### src/rtl/sq_pkg.sv
// Shared store-queue types: access sizes and the byte-lane placement helpers used at
// enqueue and on the load-forwarding path.
package sq_pkg;

    typedef enum logic [1:0] {
        SZ_BYTE = 2'b00,
        SZ_HALF = 2'b01,
        SZ_WORD = 2'b10
    } size_t;

    // Helpers work on the widest supported word; callers truncate to their own width.
    localparam int MAX_WORD_BYTES = 8;
    localparam int MAX_WORD_BITS  = 8 * MAX_WORD_BYTES;

    typedef logic [MAX_WORD_BYTES-1:0] mask_t;
    typedef logic [MAX_WORD_BITS-1:0]  wide_t;
    typedef logic [2:0]                lo_t;

    function automatic mask_t byte_mask(input lo_t addr_lo, input size_t size);
        mask_t m;
        case (size)
            SZ_BYTE: m = mask_t'(1);
            SZ_HALF: m = mask_t'(3);
            default: m = '1;
        endcase
        return m << addr_lo;
    endfunction

    function automatic wide_t lane_shift(input wide_t data, input lo_t addr_lo);
        return data << {addr_lo, 3'b000};
    endfunction

endpackage

### src/rtl/sq_fwd_lane.sv
// One byte lane of the forwarding network: picks the youngest matching entry, scanning
// from tail-1 back towards head in circular order.
module sq_fwd_lane #(
    parameter int N = 8
) (
    input  logic [N-1:0]         match,
    input  logic [N-1:0][7:0]    entry_byte,
    input  logic [$clog2(N)-1:0] head,
    input  logic [$clog2(N)-1:0] tail,
    output logic                 covered,
    output logic [7:0]           lane_byte
);

    localparam int PW = $clog2(N);
    typedef logic [PW-1:0] ptr_t;

    logic done;
    ptr_t idx;

    // NOTE: every variable written here gets a default first, so no latch is inferred
    // and blocking assignments give the intended sequential scan semantics.
    always_comb begin
        covered   = 1'b0;
        lane_byte = '0;
        done      = 1'b0;
        idx       = tail - ptr_t'(1);
        for (int i = 0; i < N; i++) begin
            if (!done && match[idx]) begin
                covered   = 1'b1;
                lane_byte = entry_byte[idx];
                done      = 1'b1;
            end
            // head is the oldest entry; when full the walk reaches it only on the last step
            if (idx == head) begin
                done = 1'b1;
            end
            idx = idx - ptr_t'(1);
        end
    end

endmodule

### src/rtl/store_queue.sv
// Store queue: holds in-flight stores in program order, drains committed stores to the
// D-cache write port and forwards store bytes to loads.
module store_queue
    import sq_pkg::*;
#(
    parameter int N               = 8,
    parameter int WORD_SIZE       = 32,
    parameter int ADDRESS_WIDTH   = 32,
    parameter int ROB_ENTRY_WIDTH = 5
) (
    input  logic                       clk,
    input  logic                       rst,
    input  logic                       alloc_valid,
    output logic                       alloc_ready,
    input  logic [ADDRESS_WIDTH-1:0]   alloc_addr,
    input  logic [WORD_SIZE-1:0]       alloc_data,
    input  size_t                      alloc_size,
    input  logic [ROB_ENTRY_WIDTH-1:0] alloc_rob_id,
    input  logic                       commit_valid,
    input  logic [ROB_ENTRY_WIDTH-1:0] commit_rob_id,
    input  logic                       flush,
    input  logic [ADDRESS_WIDTH-1:0]   ld_addr,
    input  size_t                      ld_size,
    output logic                       fwd_hit,
    output logic                       fwd_conflict,
    output logic [WORD_SIZE-1:0]       fwd_data,
    output logic                       cache_req_valid,
    input  logic                       cache_req_ready,
    output logic [ADDRESS_WIDTH-1:0]   cache_req_addr,
    output logic [WORD_SIZE-1:0]       cache_req_data,
    output logic [WORD_SIZE/8-1:0]     cache_req_be,
    output logic                       full,
    output logic                       empty,
    output logic [$clog2(N):0]         count
);

    localparam int BPW = WORD_SIZE / 8;
    localparam int OFF = $clog2(BPW);
    localparam int PW  = $clog2(N);
    localparam int CW  = PW + 1;
    localparam int WAW = ADDRESS_WIDTH - OFF;

    typedef logic [PW-1:0] ptr_t;

    logic [N-1:0]               valid, committed;
    logic [WAW-1:0]             ent_waddr [N];
    logic [BPW-1:0]             ent_be    [N];
    logic [WORD_SIZE-1:0]       ent_data  [N];
    logic [ROB_ENTRY_WIDTH-1:0] ent_rob   [N];

    ptr_t           head, tail;
    logic [CW-1:0]  ncommit;

    logic           push, pop;
    logic           commit_hit;
    ptr_t           commit_idx, scan_idx;
    logic [N-1:0]   valid_n, committed_n;
    ptr_t           head_n, tail_n;
    logic [CW-1:0]  count_n, ncommit_n;

    logic [BPW-1:0]       alloc_be;
    logic [WORD_SIZE-1:0] alloc_lane_data;

    assign full            = (count == CW'(N));
    assign empty           = (count == '0);
    assign alloc_ready     = !full && !flush;
    assign push            = alloc_valid && alloc_ready;
    assign cache_req_valid = valid[head] && committed[head];
    assign pop             = cache_req_valid && cache_req_ready;

    assign alloc_be        = BPW'(byte_mask(lo_t'(alloc_addr[OFF-1:0]), alloc_size));
    assign alloc_lane_data = WORD_SIZE'(lane_shift(wide_t'(alloc_data), lo_t'(alloc_addr[OFF-1:0])));

    // Oldest valid, uncommitted entry carrying the retiring ROB id.
    always_comb begin
        commit_hit = 1'b0;
        commit_idx = '0;
        scan_idx   = head;
        for (int i = 0; i < N; i++) begin
            if (commit_valid && !commit_hit && valid[scan_idx] && !committed[scan_idx] &&
                ent_rob[scan_idx] == commit_rob_id) begin
                commit_hit = 1'b1;
                commit_idx = scan_idx;
            end
            scan_idx = scan_idx + ptr_t'(1);
        end
    end

    // Same-edge events apply in order: commit, pop, flush, enqueue.
    always_comb begin
        valid_n     = valid;
        committed_n = committed;
        if (commit_hit) begin
            committed_n[commit_idx] = 1'b1;
        end
        if (pop) begin
            valid_n[head]     = 1'b0;
            committed_n[head] = 1'b0;
        end
        ncommit_n = ncommit + CW'(commit_hit) - CW'(pop);
        head_n    = pop ? head + ptr_t'(1) : head;
        if (flush) begin
            // Committed entries form a run from head, so the survivors end at head+ncommit.
            valid_n = valid_n & committed_n;
            tail_n  = head_n + ncommit_n[PW-1:0];
            count_n = ncommit_n;
        end else begin
            tail_n  = push ? tail + ptr_t'(1) : tail;
            count_n = count + CW'(push) - CW'(pop);
            if (push) begin
                valid_n[tail]     = 1'b1;
                committed_n[tail] = 1'b0;
            end
        end
    end

    always_ff @(posedge clk) begin
        if (rst) begin
            head      <= '0;
            tail      <= '0;
            count     <= '0;
            ncommit   <= '0;
            valid     <= '0;
            committed <= '0;
        end else begin
            head      <= head_n;
            tail      <= tail_n;
            count     <= count_n;
            ncommit   <= ncommit_n;
            valid     <= valid_n;
            committed <= committed_n;
        end
    end

    // NOTE: the payload arrays are not reset; every read is qualified by a valid bit.
    always_ff @(posedge clk) begin
        if (push) begin
            ent_waddr[tail] <= alloc_addr[ADDRESS_WIDTH-1:OFF];
            ent_be[tail]    <= alloc_be;
            ent_data[tail]  <= alloc_lane_data;
            ent_rob[tail]   <= alloc_rob_id;
        end
    end

    assign cache_req_addr = cache_req_valid ? {ent_waddr[head], {OFF{1'b0}}} : '0;
    assign cache_req_data = cache_req_valid ? ent_data[head] : '0;
    assign cache_req_be   = cache_req_valid ? ent_be[head]   : '0;

    // Store-to-load forwarding over entries valid at the start of the cycle.
    logic [WAW-1:0]       ld_waddr;
    logic [BPW-1:0]       ld_need, lane_covered;
    logic [N-1:0]         addr_match;
    logic [WORD_SIZE-1:0] gathered;
    logic                 all_covered;

    assign ld_waddr = ld_addr[ADDRESS_WIDTH-1:OFF];
    assign ld_need  = BPW'(byte_mask(lo_t'(ld_addr[OFF-1:0]), ld_size));

    always_comb begin
        for (int i = 0; i < N; i++) begin
            addr_match[i] = valid[i] && (ent_waddr[i] == ld_waddr);
        end
    end

    for (genvar l = 0; l < BPW; l++) begin : g_lane
        logic [N-1:0]      lane_match;
        logic [N-1:0][7:0] lane_bytes;
        logic              lane_cov;
        logic [7:0]        lane_val;

        always_comb begin
            for (int i = 0; i < N; i++) begin
                lane_match[i] = addr_match[i] && ent_be[i][l];
                lane_bytes[i] = ent_data[i][8*l +: 8];
            end
        end

        sq_fwd_lane #(.N(N)) u_fwd_lane (
            .match      (lane_match),
            .entry_byte (lane_bytes),
            .head       (head),
            .tail       (tail),
            .covered    (lane_cov),
            .lane_byte  (lane_val)
        );

        assign lane_covered[l]    = lane_cov;
        assign gathered[8*l +: 8] = ld_need[l] ? lane_val : 8'h00;
    end

    assign all_covered  = ((ld_need & ~lane_covered) == '0);
    assign fwd_hit      = all_covered;
    assign fwd_conflict = !all_covered && |(ld_need & lane_covered);
    assign fwd_data     = all_covered ? (gathered >> {ld_addr[OFF-1:0], 3'b000}) : '0;

endmodule

### config.mk
export PLATFORM = sky130hd
export DESIGN_NAME = store_queue
export DESIGN_NICKNAME = d
export VERILOG_FILES = /design/src/rtl/sq_pkg.sv /design/src/rtl/sq_fwd_lane.sv /design/src/rtl/store_queue.sv
export SDC_FILE = /design/constraint.sdc
export NUM_CORES = 2
export LEC_CHECK = 0
export ABC_AREA = 1
export BUFFER_PORTS_ARGS = -buffer_cell sky130_fd_sc_hd__buf_2
export CELL_PAD_IN_SITES_DETAIL_PLACEMENT = 0
export CELL_PAD_IN_SITES_GLOBAL_PLACEMENT = 2
export CORE_AREA = 10 10 356 358
export CTS_BUF_LIST = sky130_fd_sc_hd__clkbuf_4 sky130_fd_sc_hd__clkbuf_8 sky130_fd_sc_hd__clkbuf_16
export DETAILED_ROUTE_END_ITERATION = 8
export DIE_AREA = 0 0 366 368
export GPL_TIMING_DRIVEN = 0
export PLACE_DENSITY = 0.95
export SETUP_SLACK_MARGIN = 0.4
export SLEW_MARGIN = 0
export SYNTH_ARGS = -nofsm -noshare
export SYNTH_HDL_FRONTEND = slang
export SYNTH_HIERARCHICAL = 1
export SYNTH_SLANG_ARGS = --single-unit
### constraint.sdc
create_clock -name clk -period 13.8 [get_ports clk]
set_input_delay 4.14 -clock clk [delete_from_list [all_inputs] [get_ports clk]]
set_output_delay 4.14 -clock clk [all_outputs]
set_load 0.03 [all_outputs]
==> results.md <==
- Status: finished with violations
- Failing checks: max-capacitance violations, max-slew violations
- Min-delay src: committed[4]
- Post-route clock skew: 0.03027 ns
- Post-synth EDFFs: 568
- Clk_lat worst skew: 0.66 ns
- CP endpoint kind: output pin
- Initial antenna violation count: 33
- Post-synth top area share: 36.75%
- Clock slew at reported path FFs: 0.07 ns
- Top cells by count, synth: nand2_1 (2705), o21ai_0 (761), inv_1 (660)
- Core Area: 0.1193 mm2
- Post-DRT Antenna Nets: 0
- Most numerous cell in the Yosys netlist: nand2_1
- Cell area power density: 109.5 mW/mm2
- Crit path DAT: 9.22 ns
- Critical path's slowest cell: or4_4
- Largest stage delay, worst path: 0.62 ns
- Total Routed Length: 232800 um
- Die area: 0.1347 mm2
- Final TNS setup: 0 ns
- Critical Path Source: ld_addr[15]
- Startpoint Class: primary input
- Synth area leaders: edfxtp_1 (37%), nand2_1 (22%), o21ai_0 (8.2%), inv_1 (5.3%), nand3_1 (3.7%)
- Root buf cell: clkbuf_16
- Wl on met1: 98160 um
- DR DRC count: 0
- DP HPWL: 185000 um
- CP top delay family: simple AND/OR/NAND/NOR gates
- Initial Util: 38.90%
- Die Wd: 366 um
- Post-synth top area cell: edfxtp_1
- Relative slew slack: -4.773%
- Wire length on met2: 98320 um
- Period utilization: 96.79%
- Max-slew violations: 31
- # setup viols final: 0
- VDD IR max: 114.0 uV
- Largest net degree at the start of global routing: 52
- I/O Buffers: 194
- Global-route wire length before repair: 328500 um
- Num Clock Sinks: 598
- Initial drt markers: 7081
- CTS tree: yes
- Synth unique cells: 62
- WS Path Type: primary input to output pin
- Static Leakage: 0.02266 uW
- Number of global-route vias before repair: 45796
- Cell area after layout: 0.05234 mm2
- Worst slew pin tran: 1.569 ns
- Sequential share of the synthesized area: 38.04%
- Layout Area Growth over Synthesis: 12.76%
- #FFs+latches synth: 598
- Tmin final: 13.36 ns
- Primary FF master, synth: edfxtp_1
- Boundary Pins: 226
- Post-DP Area: 0.04989 mm2
- Async set-reset flop share out of synthesis: 0%
- Most frequent CP cell: nand2_1
- Worst endpoint required time: 9.66 ns
- Hold Buf Count CTS: 0
- Worst reg2reg startpoint: head[0]
- Fin Hold WS: 0.5283 ns
- Unrepaired setup endpoints after global routing: no
- Max layer used: met5
- Layout cells sized above 1: 10.41%
- Worst min path class: register to register
- Cts bufs inserted: 57
- Vias per cell: 5.749
- Crit Path Max Fanout: 10
- Final net count: 7219
- MaxCap Viol Count: 3
- Std-Cell Rows: 127
- Mapped Cells: 6774
- Drt pass-1 iters: 8
- Final hold vios: 0
- RD Place Congestion: 1.053
- Remaining Overflow, GRT: 0
- Die height: 368 um
- GR Util All Layers: 32.74%
- Ys Warns: 6
- Clock Tree Buf Depth: 3
- Fmax: 0.07486 GHz
- Crit path buffers/inverters: 6
- Metal3 WL: 26010 um
- Avg WL per Cell: 26.66 um
- Synthesized cell area: 0.04642 mm2
- Via count: 50216
- Synthesized area per cell: 6.852 um2
- H-tree level count: 2
path summary, 6_finish.rpt:
path | end | cells past startpoint | slack [ns]
setup / recovery | fwd_data[13] | 26 | 0.44
hold / removal | committed[4] | 2 | 0.53
setup reg to reg | tail[2] | 33 | 4.10
hold reg to reg | committed[4] | 2 | 0.53
cell type report:
type / instances / area, um2
Antenna cell: 13 / 32.53
Buffer: 344 / 1655
Multi-Input combinational cell: 5119 / 24830
Timing Repair Buffer: 230 / 1479
Sequential cell: 598 / 17660
Clock buffer: 66 / 1511
Inverter: 714 / 2720
Fill cell: 12473 / 67000
Clock inverter: 39 / 436.7
Tap cell: 1612 / 2017
per-layer routing:
layer,track usage (%),vias up
met5,0,-
met4,12.48,10
met3,7.288,477
met2,49.55,3004
met1,45.24,23739
li1,-,22986
state kept, by name, indices dropped and copies added, names as in the netlist, 4 cells and up:
register   cells
count          4
ent_be        32
ent_waddr    240
valid          8
ncommit        4
ent_data     256
committed      8
ent_rob       40
timing repair:
item,in CTS,in global routing
buffers inserted,5,4
gates resized for setup,74,50
endpoints found under the setup margin,34,33
pin swaps,6,9
placed cells by master (no fill, tap or decap), drive strengths merged, types with 60 or more instances in the layout:
master	n
nand2	2783
o21ai	803
inv	700
edfxtp	568
nand3	400
buf	350
nor2	322
clkbuf	287
a21oi	214
o22ai	91
xnor2	60
worst min-delay path: stages (launching register included):
cell and delay [ns]:
dfxtp_1 0.33, inv_1 0.09, a21oi_1 0.06
stage by stage:
| stage | std cells | power, uW | util [%] | setup WS [ns] |
|---|---|---|---|---|
| after floorplan | 6775 | 3341 | - | 1.082 |
| after global placement | 8581 | 4012 | 41.40 | -1.328 |
| after detailed placement | 8605 | 4014 | 41.80 | -1.217 |
| after CTS | 8715 | 5677 | 43.66 | 0.4010 |
| after global routing | 8727 | 5980 | 43.84 | 0.2954 |
| final | 8735 | 5730 | 43.86 | 0.4424 |
where the power goes:
part | leakage, uW | internal, uW | switching, uW
registers | 0.00540 | 2020 | 23.1
logic | 0.0163 | 536 | 1480
clock network | 0.000959 | 926 | 750
total | 0.0227 | 3480 | 2250
kinds of logic (layout without fill, tap and decap cells):
kind of cell | count (synthesis) | after routing | share of synthesized area (%)
buffers and inverters | 1058 | 1393 | 9.233
AOI/OAI and AO/OA | 1310 | 1310 | 16.07
xor gates and xnor gates | 95 | 95 | 2.068
other | 1 | 15 | 0.008079
adders and majority gates | 39 | 39 | 1.100
and+or+nand+nor | 3673 | 3673 | 33.49
DFF | 598 | 598 | 38.04
(Power assumes the default switching activity.)
